**src/rtl/wisc_pkg.sv**
```systemverilog
// Shared definitions for the WISC front end (fetch, PC_control, decode).
// Holds the fetch FSM state type, datapath widths and the architectural
// reset/halt constants so every consumer agrees on them.
package wisc_pkg;

  localparam int ADDR_W  = 16;
  localparam int INSTR_W = 16;

  localparam logic [ADDR_W-1:0] RESET_PC_DEFAULT   = 16'h0000;
  localparam logic [3:0]        HLT_OPCODE_DEFAULT = 4'hF;

  // Fetch sequencer states: BOOT idles for one cycle after reset, RUN
  // fetches continuously, HALT is terminal until reset.
  typedef enum logic [1:0] {
    BOOT = 2'd0,
    RUN  = 2'd1,
    HALT = 2'd2
  } fetch_state_t;

endpackage

```
**src/rtl/pc_incr.sv**
```systemverilog
// Sequential-PC adder: returns pc + 2, wrapping modulo 2^16 with no carry
// out. Also used by PC_control for its not-taken path.
// Ports:
//   pc        in   ADDR_W  current program counter
//   pc_plus2  out  ADDR_W  pc + 2 (wraps 16'hFFFE -> 16'h0000)
module pc_incr
  import wisc_pkg::*;
(
  input  logic [ADDR_W-1:0] pc,
  output logic [ADDR_W-1:0] pc_plus2
);

  assign pc_plus2 = pc + ADDR_W'(2);

endmodule

```
**src/rtl/pc_fetch_unit.sv**
```systemverilog
// Fetch unit: owns the architectural PC, issues instruction-memory requests
// and holds the fetch->decode register. Squashes the wrong-path fetch when
// PC_control resolves a taken branch for the instruction in decode, and
// stops fetching permanently (until reset) when HLT reaches decode.
// Ports:
//   clk           in   1        rising-edge clock
//   rst_n         in   1        synchronous reset, active-low
//   stall         in   1        hold all state this cycle
//   branch_taken  in   1        taken resolution for dec_instr (needs dec_valid)
//   next_pc       in   ADDR_W   branch target from PC_control
//   imem_req      out  1        fetch request (state-derived only)
//   imem_addr     out  ADDR_W   fetch address (the pc register)
//   imem_rdy      in   1        imem_data valid for imem_addr this cycle
//   imem_data     in   INSTR_W  fetched instruction word
//   dec_instr     out  INSTR_W  instruction in decode
//   dec_valid     out  1        dec_instr is live
//   dec_pc        out  ADDR_W   address of dec_instr, feeds PC_control.PC_in
//   halted        out  1        sticky HLT indicator
module pc_fetch_unit
  import wisc_pkg::*;
#(
  parameter logic [ADDR_W-1:0] RESET_PC   = RESET_PC_DEFAULT,
  parameter logic [3:0]        HLT_OPCODE = HLT_OPCODE_DEFAULT
) (
  input  logic               clk,
  input  logic               rst_n,
  input  logic               stall,
  input  logic               branch_taken,
  input  logic [ADDR_W-1:0]  next_pc,
  output logic               imem_req,
  output logic [ADDR_W-1:0]  imem_addr,
  input  logic               imem_rdy,
  input  logic [INSTR_W-1:0] imem_data,
  output logic [INSTR_W-1:0] dec_instr,
  output logic               dec_valid,
  output logic [ADDR_W-1:0]  dec_pc,
  output logic               halted
);

  localparam logic [1:0] ST_BOOT = BOOT;
  localparam logic [1:0] ST_RUN  = RUN;
  localparam logic [1:0] ST_HALT = HALT;

  logic [1:0]        state;
  logic [ADDR_W-1:0] pc;
  logic [ADDR_W-1:0] pc_plus2;

  logic do_flush;
  logic do_halt;

  pc_incr u_pc_incr (
    .pc       (pc),
    .pc_plus2 (pc_plus2)
  );

  // NOTE: every always_comb output gets a default first so no path can
  // leave it unassigned and infer a latch.
  always_comb begin
    do_flush = 1'b0;
    do_halt  = 1'b0;
    if (dec_valid) begin
      do_flush = branch_taken;
      do_halt  = (dec_instr[15:12] == HLT_OPCODE);
    end
  end

  // Request is a pure function of the registered state, so there is no
  // combinational path from any input to imem_req.
  assign imem_req  = (state == ST_RUN);
  assign imem_addr = pc;

  // NOTE: state registers use non-blocking assignments so every flop in
  // this block samples the pre-edge values of its neighbours.
  always_ff @(posedge clk) begin
    if (!rst_n) begin
      state     <= ST_BOOT;
      pc        <= RESET_PC;
      dec_instr <= '0;
      dec_valid <= 1'b0;
      dec_pc    <= '0;
      halted    <= 1'b0;
    end else begin
      case (state)
        ST_BOOT: state <= ST_RUN;

        ST_RUN: begin
          // Priority: stall > flush > halt > fetch > bubble.
          if (stall) begin
            // Hold everything; the same address is re-requested.
          end else if (do_flush) begin
            // Instruction addresses are halfword aligned.
            pc        <= {next_pc[ADDR_W-1:1], 1'b0};
            dec_valid <= 1'b0;
          end else if (do_halt) begin
            // pc already points at HLT+2 from the fetch that brought it in.
            state     <= ST_HALT;
            halted    <= 1'b1;
            dec_valid <= 1'b0;
          end else if (imem_rdy) begin
            dec_instr <= imem_data;
            dec_pc    <= pc;
            dec_valid <= 1'b1;
            pc        <= pc_plus2;
          end else begin
            dec_valid <= 1'b0;
          end
        end

        ST_HALT: begin
          // Terminal: only reset leaves this state.
        end

        default: state <= ST_BOOT;
      endcase
    end
  end

endmodule
```
**config.mk**
```make
export PLATFORM = sky130hd
export DESIGN_NAME = pc_fetch_unit
export DESIGN_NICKNAME = d
export VERILOG_FILES = /design/src/rtl/wisc_pkg.sv /design/src/rtl/pc_incr.sv /design/src/rtl/pc_fetch_unit.sv
export SDC_FILE = /design/constraint.sdc
export NUM_CORES = 1
export LEC_CHECK = 0
export CORE_UTILIZATION = 37
export CTS_BUF_LIST = sky130_fd_sc_hd__clkbuf_16
export DETAILED_ROUTE_END_ITERATION = 16
export PLACE_DENSITY_LB_ADDON = 0.25
export SLEW_MARGIN = 0
export SYNTH_ARGS = -nofsm -noshare
export SYNTH_HDL_FRONTEND = slang
export SYNTH_SLANG_ARGS = --single-unit
```
**constraint.sdc**
```tcl
create_clock -name clk -period 1.8 [get_ports clk]
set_clock_uncertainty 0.15 [all_clocks]
set_input_delay 0.27 -clock clk [delete_from_list [all_inputs] [get_ports clk]]
set_output_delay 0.27 -clock clk [all_outputs]
set_load 0.005 [all_outputs]
```
Yosys cells after proc, flatten, opt, wreduce, memory -nomap -nowiden
Index checks and enable logic that the tools add are counted.
{"block": "word_totals", "ff_bits": 52, "input_bits": 37, "out_inout_bits": 51, "word_cells": 37}
{"block": "op_classes", "n_addsub": 1, "eq_ne": 7, "muxes": 12, "n_bitwise": 4, "n_reduce_logical": 7}
{"cell": "$mux 16", "count": 3}
{"cell": "$add 16x2->16 const B", "count": 1}
{"cell": "$reduce_and 4->1", "count": 3}
{"cell": "$mux 2", "count": 3}
{"cell": "$ne 2x2->1 const B", "count": 3}
{"cell": "$pmux 2 s3", "count": 1}
{"cell": "$mux 1", "count": 5}
{"cell": "$reduce_and 5->1", "count": 1}
{"cell": "$eq 4x4->1 const B", "count": 1}
{"cell": "$not 1->1", "count": 4}
{"cell": "$eq 2x1->1 const B", "count": 1}
{"cell": "$eq 2x2->1 const B", "count": 1}
{"cell": "$logic_not 2->1", "count": 1}
{"cell": "$ne 2x1->1 const B", "count": 1}
{"cell": "$reduce_and 2->1", "count": 1}
{"cell": "$reduce_bool 2->1", "count": 1}

Depth between registers and ports, before layout
{"block": "logic_depth", "word_depth": 6, "depth_mapped": 7, "ltp_nobuf": 5}

By module
A second synthesis with hierarchy kept.
{"block": "hier_totals", "cells_unflattened": 285, "hier_area_um2": 2612.5}
{"module": "pc_fetch_unit", "n_inst": 1, "cells_per_inst": 249, "area_per_inst_um2": 2353.5, "seq_area_each_um2": 1041.0}
{"module": "pc_incr", "n_inst": 1, "cells_per_inst": 36, "area_per_inst_um2": 259.0, "seq_area_each_um2": 0.0}

Worst setup path before layout
No wires, ideal clock.
{"block": "synth_timing", "path_type": "register to register", "start": "reg pc[1], in the netlist imem_addr[1]", "end": "reg pc[13], in the netlist imem_addr[13]", "setup_time_ns": 0.076, "arrival_ns": 1.648, "t_required_ns": 1.574, "setup_slack_ns": -0.074, "stages_incl_launch_ff": 6, "path_buffers": 0, "synth_period_minus_slack_ns": 1.874, "path_cell_list": "dfxtp_1 > ha_1 > nand3_1 > or4_1 > o31a_1 > o22ai_1"}
{"block": "synth_between", "elab_chain_len": 4}
{"item": "from (decl)", "line": "pc_fetch_unit.sv:45", "rtl": "logic [ADDR_W-1:0] pc;"}
{"item": "from (signal assigned)", "line": "pc_fetch_unit.sv:92", "rtl": "pc <= {next_pc[ADDR_W-1:1], 1'b0};"}
{"item": "from (signal assigned)", "line": "pc_fetch_unit.sv:103", "rtl": "pc <= pc_plus2;"}
{"item": "$add 16x2->16", "line": "pc_incr.sv:13", "rtl": "assign pc_plus2 = pc + ADDR_W'(2);"}
{"item": "$mux 16", "line": "pc_fetch_unit.sv:99", "rtl": "end else if (imem_rdy) begin"}
{"item": "$mux 16", "line": "pc_fetch_unit.sv:94", "rtl": "end else if (do_halt) begin"}
{"item": "$mux 16", "line": "pc_fetch_unit.sv:90", "rtl": "end else if (do_flush) begin"}
Every way passes these cells. The select of a mux whose other input is x is not followed.
A chain may end at the register's enable or synchronous reset.

Worst setup path in the final report
{"block": "layout_timing", "start": "reg state[0]", "end": "reg dec_pc[3]"}
{"block": "layout_between", "elab_chain_len": 2}
{"item": "from (decl)", "line": "pc_fetch_unit.sv:44", "rtl": "logic [1:0] state;"}
{"item": "from (signal assigned)", "line": "pc_fetch_unit.sv:76", "rtl": "state <= ST_BOOT;"}
{"item": "from (signal assigned)", "line": "pc_fetch_unit.sv:84", "rtl": "ST_BOOT: state <= ST_RUN;"}
{"item": "from (signal assigned)", "line": "pc_fetch_unit.sv:96", "rtl": "state <= ST_HALT;"}
{"item": "$eq 2x1->1", "line": "pc_fetch_unit.sv:83", "rtl": "case (state)"}
{"item": "$reduce_and 5->1 (no source line)"}
{"item": "to (signal assigned)", "line": "pc_fetch_unit.sv:101", "rtl": "dec_pc <= pc;"}
{"item": "to (decl)", "line": "pc_fetch_unit.sv:36", "rtl": "output logic [ADDR_W-1:0] dec_pc,"}
Every way passes these cells.

==> impl_metrics.py <==
metrics = {
    "setup_path": {
        "timing.critical_path.arrival_ns": 1.89,
        "r2r_end": "dec_pc[3]$_SDFFE_PN0P_",
        "timing.rr.start": "state[0]$_SDFFE_PN0P_",
        "cp.required_ns": 1.87,
        "critical_path_class": "reg2reg",
        "critPathMaxStageDelay_ns": 0.43,
        "rr_worst_depth": 6,
        "cp-start-kind": "flip-flop",
        "end_kind": "flip-flop",
        "critPathLaunch": "state[0]$_SDFFE_PN0P_",
        "crit_path_cell_trace": "or3b_4, a2111oi_4, buf_4, clkbuf_16, nand2_1, a21oi_1",
        "cp_max_fo": 8,
        "r2r_setup_slack_ns": -0.03,
        "cpMaxStageDelayCell": "or3b_4",
    },
    "sta": {
        "finalWorstSetupSlack_ns": -0.0267,
        "max_freq_ghz": 0.547,
        "slew_violations": 0,
        "finalCritPeriodShare_pct": 101,
        "period_needed_ns": 1.83,
        "rsz0062_at_grt": "true",
        "setup_tns_ns": -0.144,
        "finalSetupViolCount": 11,
        "hold_violations": 0,
        "hold_slack_ns": 0.239,
    },
    "clock_tree": {
        "cts_sinks": 50,
        "clk_path_buf_depth": 2,
        "cts_tree": "yes",
        "cts_buffers": 5,
        "postCtsHoldBufs": 0,
        "worstSkewPairLatency_ns": 0.29,
        "cts-root-buf": "clkbuf_16",
        "cts.clk_slew.worst_paths_ns": 0.06,
        "cts_max_level": 2,
    },
    "hold_path": {
        "hp-class": "in2reg",
        "holdPathEnd": "state[0]$_SDFFE_PN0P_",
        "hold_path.startpoint": "branch_taken",
        "hold_depth": 2,
    },
    "synthesis": {
        "synthAdderAreaFrac_pct": 0.535,
        "ys_types": 51,
        "synth_warnings": 0,
        "ys_seq_elements": 50,
        "synth_area_leaders": "dfxtp_1, nand2_1, a21oi_1",
        "ys_seq_area_share_pct": 42.8,
        "synth-compound-area-share_pct": 24.6,
        "syn_area_per_cell_um2": 7.98,
        "synth_cells": 293,
        "synthMuxAreaShare_pct": 0.428,
        "yosys.area_share.simple_pct": 24.6,
        "synth_flop_cell": "dfxtp_1",
        "synth_top_family_by_area": "simple AND/OR/NAND/NOR gates",
        "synth_edf_count": 0,
        "synth_top_area_share_pct": 42.8,
        "async_reset_ff_share_pct": 0,
        "synth_area_um2": 2340,
        "synth_common_cells": "nand2_1, dfxtp_1, a21oi_1",
        "synth_most_common_cell": "nand2_1",
        "yosys.area_share.xor_xnor_pct": 0,
        "synth_area_leader_cell": "dfxtp_1",
    },
    "die": {
        "rows": 28,
        "ios": 88,
        "die_w_um": 81.5,
        "core_area_um2": 5990,
        "chipHeight_um": 81.5,
        "start_util_pct": 39.0,
        "dieArea_um2": 6640,
    },
    "global_route": {
        "grtUsageMet1_pct": 25.1,
        "grt.busiest_layer": "met2",
        "use_met3_pct": 5.44,
        "grt_util_all_layers_pct": 20.6,
        "met2_usage_pct": 35.0,
        "grt_pass1_wl_um": 10500,
        "antenna_found_initial": 0,
        "grt_max_degree": 33,
        "grt-ovfl-total": 0,
        "grt_pass1_vias": 2254,
    },
    "status": {
        "violations": "negative setup slack",
        "status": "finished, violations left",
    },
    "routing": {
        "routed_wl_um": 7250,
        "drtIter0Drc": 107,
        "drc_errors": 0,
        "vias": 2615,
        "final_antenna_net_count": 0,
        "avgViaCountPerCell": 5.43,
        "avgRoutedWirePerCell_um": 15.0,
        "drtPass1Iterations": 4,
    },
    "job": {
        "cap_violations": 0,
    },
    "cells_and_area": {
        "multi_input_comb_area_um2": 1190,
        "regArea_um2": 1010,
        "drive_above_1_share_pct": 16.2,
        "area_delta_synth_final_pct": 59.5,
        "postLayoutCellArea_um2": 3730,
        "instances_no_fill": 482,
        "finalCoreUtilization_pct": 62.2,
        "num-fill-cells": 522,
        "fin_nets": 444,
        "n_antenna_cell": 0,
    },
    "place": {
        "dpl_cell_area_um2": 3520,
        "dpl.cell_count": 471,
        "routabilityCongestion": 0.851,
        "dpl.hpwl_um": 5120,
        "numPortBuffers": 84,
        "place_ws_ns": -0.332,
    },
    "pwr": {
        "finalPower_mw": 2.40,
        "seq_power_share_pct": 47.5,
        "power.density_nw_per_um2": 645,
        "p_switching_mw": 0.571,
        "combPwrFrac_pct": 13.6,
        "internal-power_mw": 1.83,
        "cellLeakagePower_nw": 1.31,
        "p_sw_share_pct": 23.8,
        "peakVddDrop_uv": 524,
        "power_frac_clock_pct": 38.9,
    },
}
==> kinds of logic (layout without fill, tap and decap cells) <==
family          Yosys count  after routing
flops                    50             50
compound gates           84             84
mux                       1              1
fa+ha+maj                 1              1
buf+inv                  30            143
simple gates            126            126
other cells               1              2
==> sequential cells by signal, summed over array words and instances (netlist names) <==
signal and cells:
halted 1, dec_pc 15, state 2, dec_instr 16, imem_addr 15, dec_valid 1
==> power by group through the flow <==
stage          combinational (mW)  clock [mW]  sequential, mW
2_1_floorplan               0.115           0            1.17
4_1_cts                     0.316       0.954            1.14
3_5_place_dp                0.315           0            1.17
6_report                    0.327       0.934            1.14
5_1_grt                     0.350       0.989            1.14
3_3_place_gp                0.313           0            1.16
==> cell usage in the layout (no fill, tap or decap), types with 2 or more instances in the layout <==
master and count:
nand2_1 74, inv_1 4, o31ai_1 2, and2_1 2
o311a_1 2, a21oi_1 34, clkinv_4 2, o311ai_1 2
or4_1 2, buf_6 2, clkinv_1 2, or3_1 2
buf_4 37, a22oi_1 3, clkbuf_16 6, nor3_1 8
a32oi_1 3, o21a_1 4, buf_12 5, o22ai_1 2
dfxtp_1 45, clkdlybuf4s50_1 82, conb_1 2, a311oi_1 2
nand4_1 4, and3_1 4, dfxtp_2 5, nor4_1 3
nor2_1 11, nand2b_1 2, a211oi_1 6, a31oi_1 5
o21ai_0 6, nand3_1 5
==> per-layer routing <==
layer  wire (µm)  up-vias
met2        3620       87
met4          99        0
met5           0        -
met3         471       13
li1            -     1273
met1        3060     1242
==> worst max path at each step <==
stage,endpoint,slack [ns],cells after the start
floorplan,imem_addr[13]$_SDFFE_PN0P_,-0.004,5
global route,dec_instr[10]$_SDFFE_PN0P_,-0.09,6
finish,dec_pc[3]$_SDFFE_PN0P_,-0.03,6
CTS,imem_addr[9],0.02,2
global placement,imem_addr[9]$_SDFFE_PN0P_,-0.34,5
detailed placement,imem_addr[9]$_SDFFE_PN0P_,-0.33,5
==> area by class of cell <==
| class | count | share of cell area, % |
|---|---|---|
| inverters | 6 | 0.604 |
| clock inverters | 3 | 0.571 |
| multi-input cells | 214 | 31.9 |
| well taps | 75 | 2.52 |
| repair buffers | 129 | 34.0 |
| clock buffers | 5 | 3.36 |
| flip-flops and latches | 50 | 27.0 |
==> worst max-delay path: cells and delay by family, from the launching register on <==
family,cells,cell delay (ns)
simple gates,2,0.48
compound gates,2,0.41
buf+inv,2,0.37
flops,1,0.35
==> timing repair <==
item | 4_1_cts | 5_1_grt
pin swaps | 0 | 2
buffers inserted | 0 | 1
gates cloned | 0 | 2
resized for setup | 3 | 8
endpoints found under the hold margin | 0 | 0
endpoints found under the setup margin | 30 | 35
(Power assumes the default switching activity.)
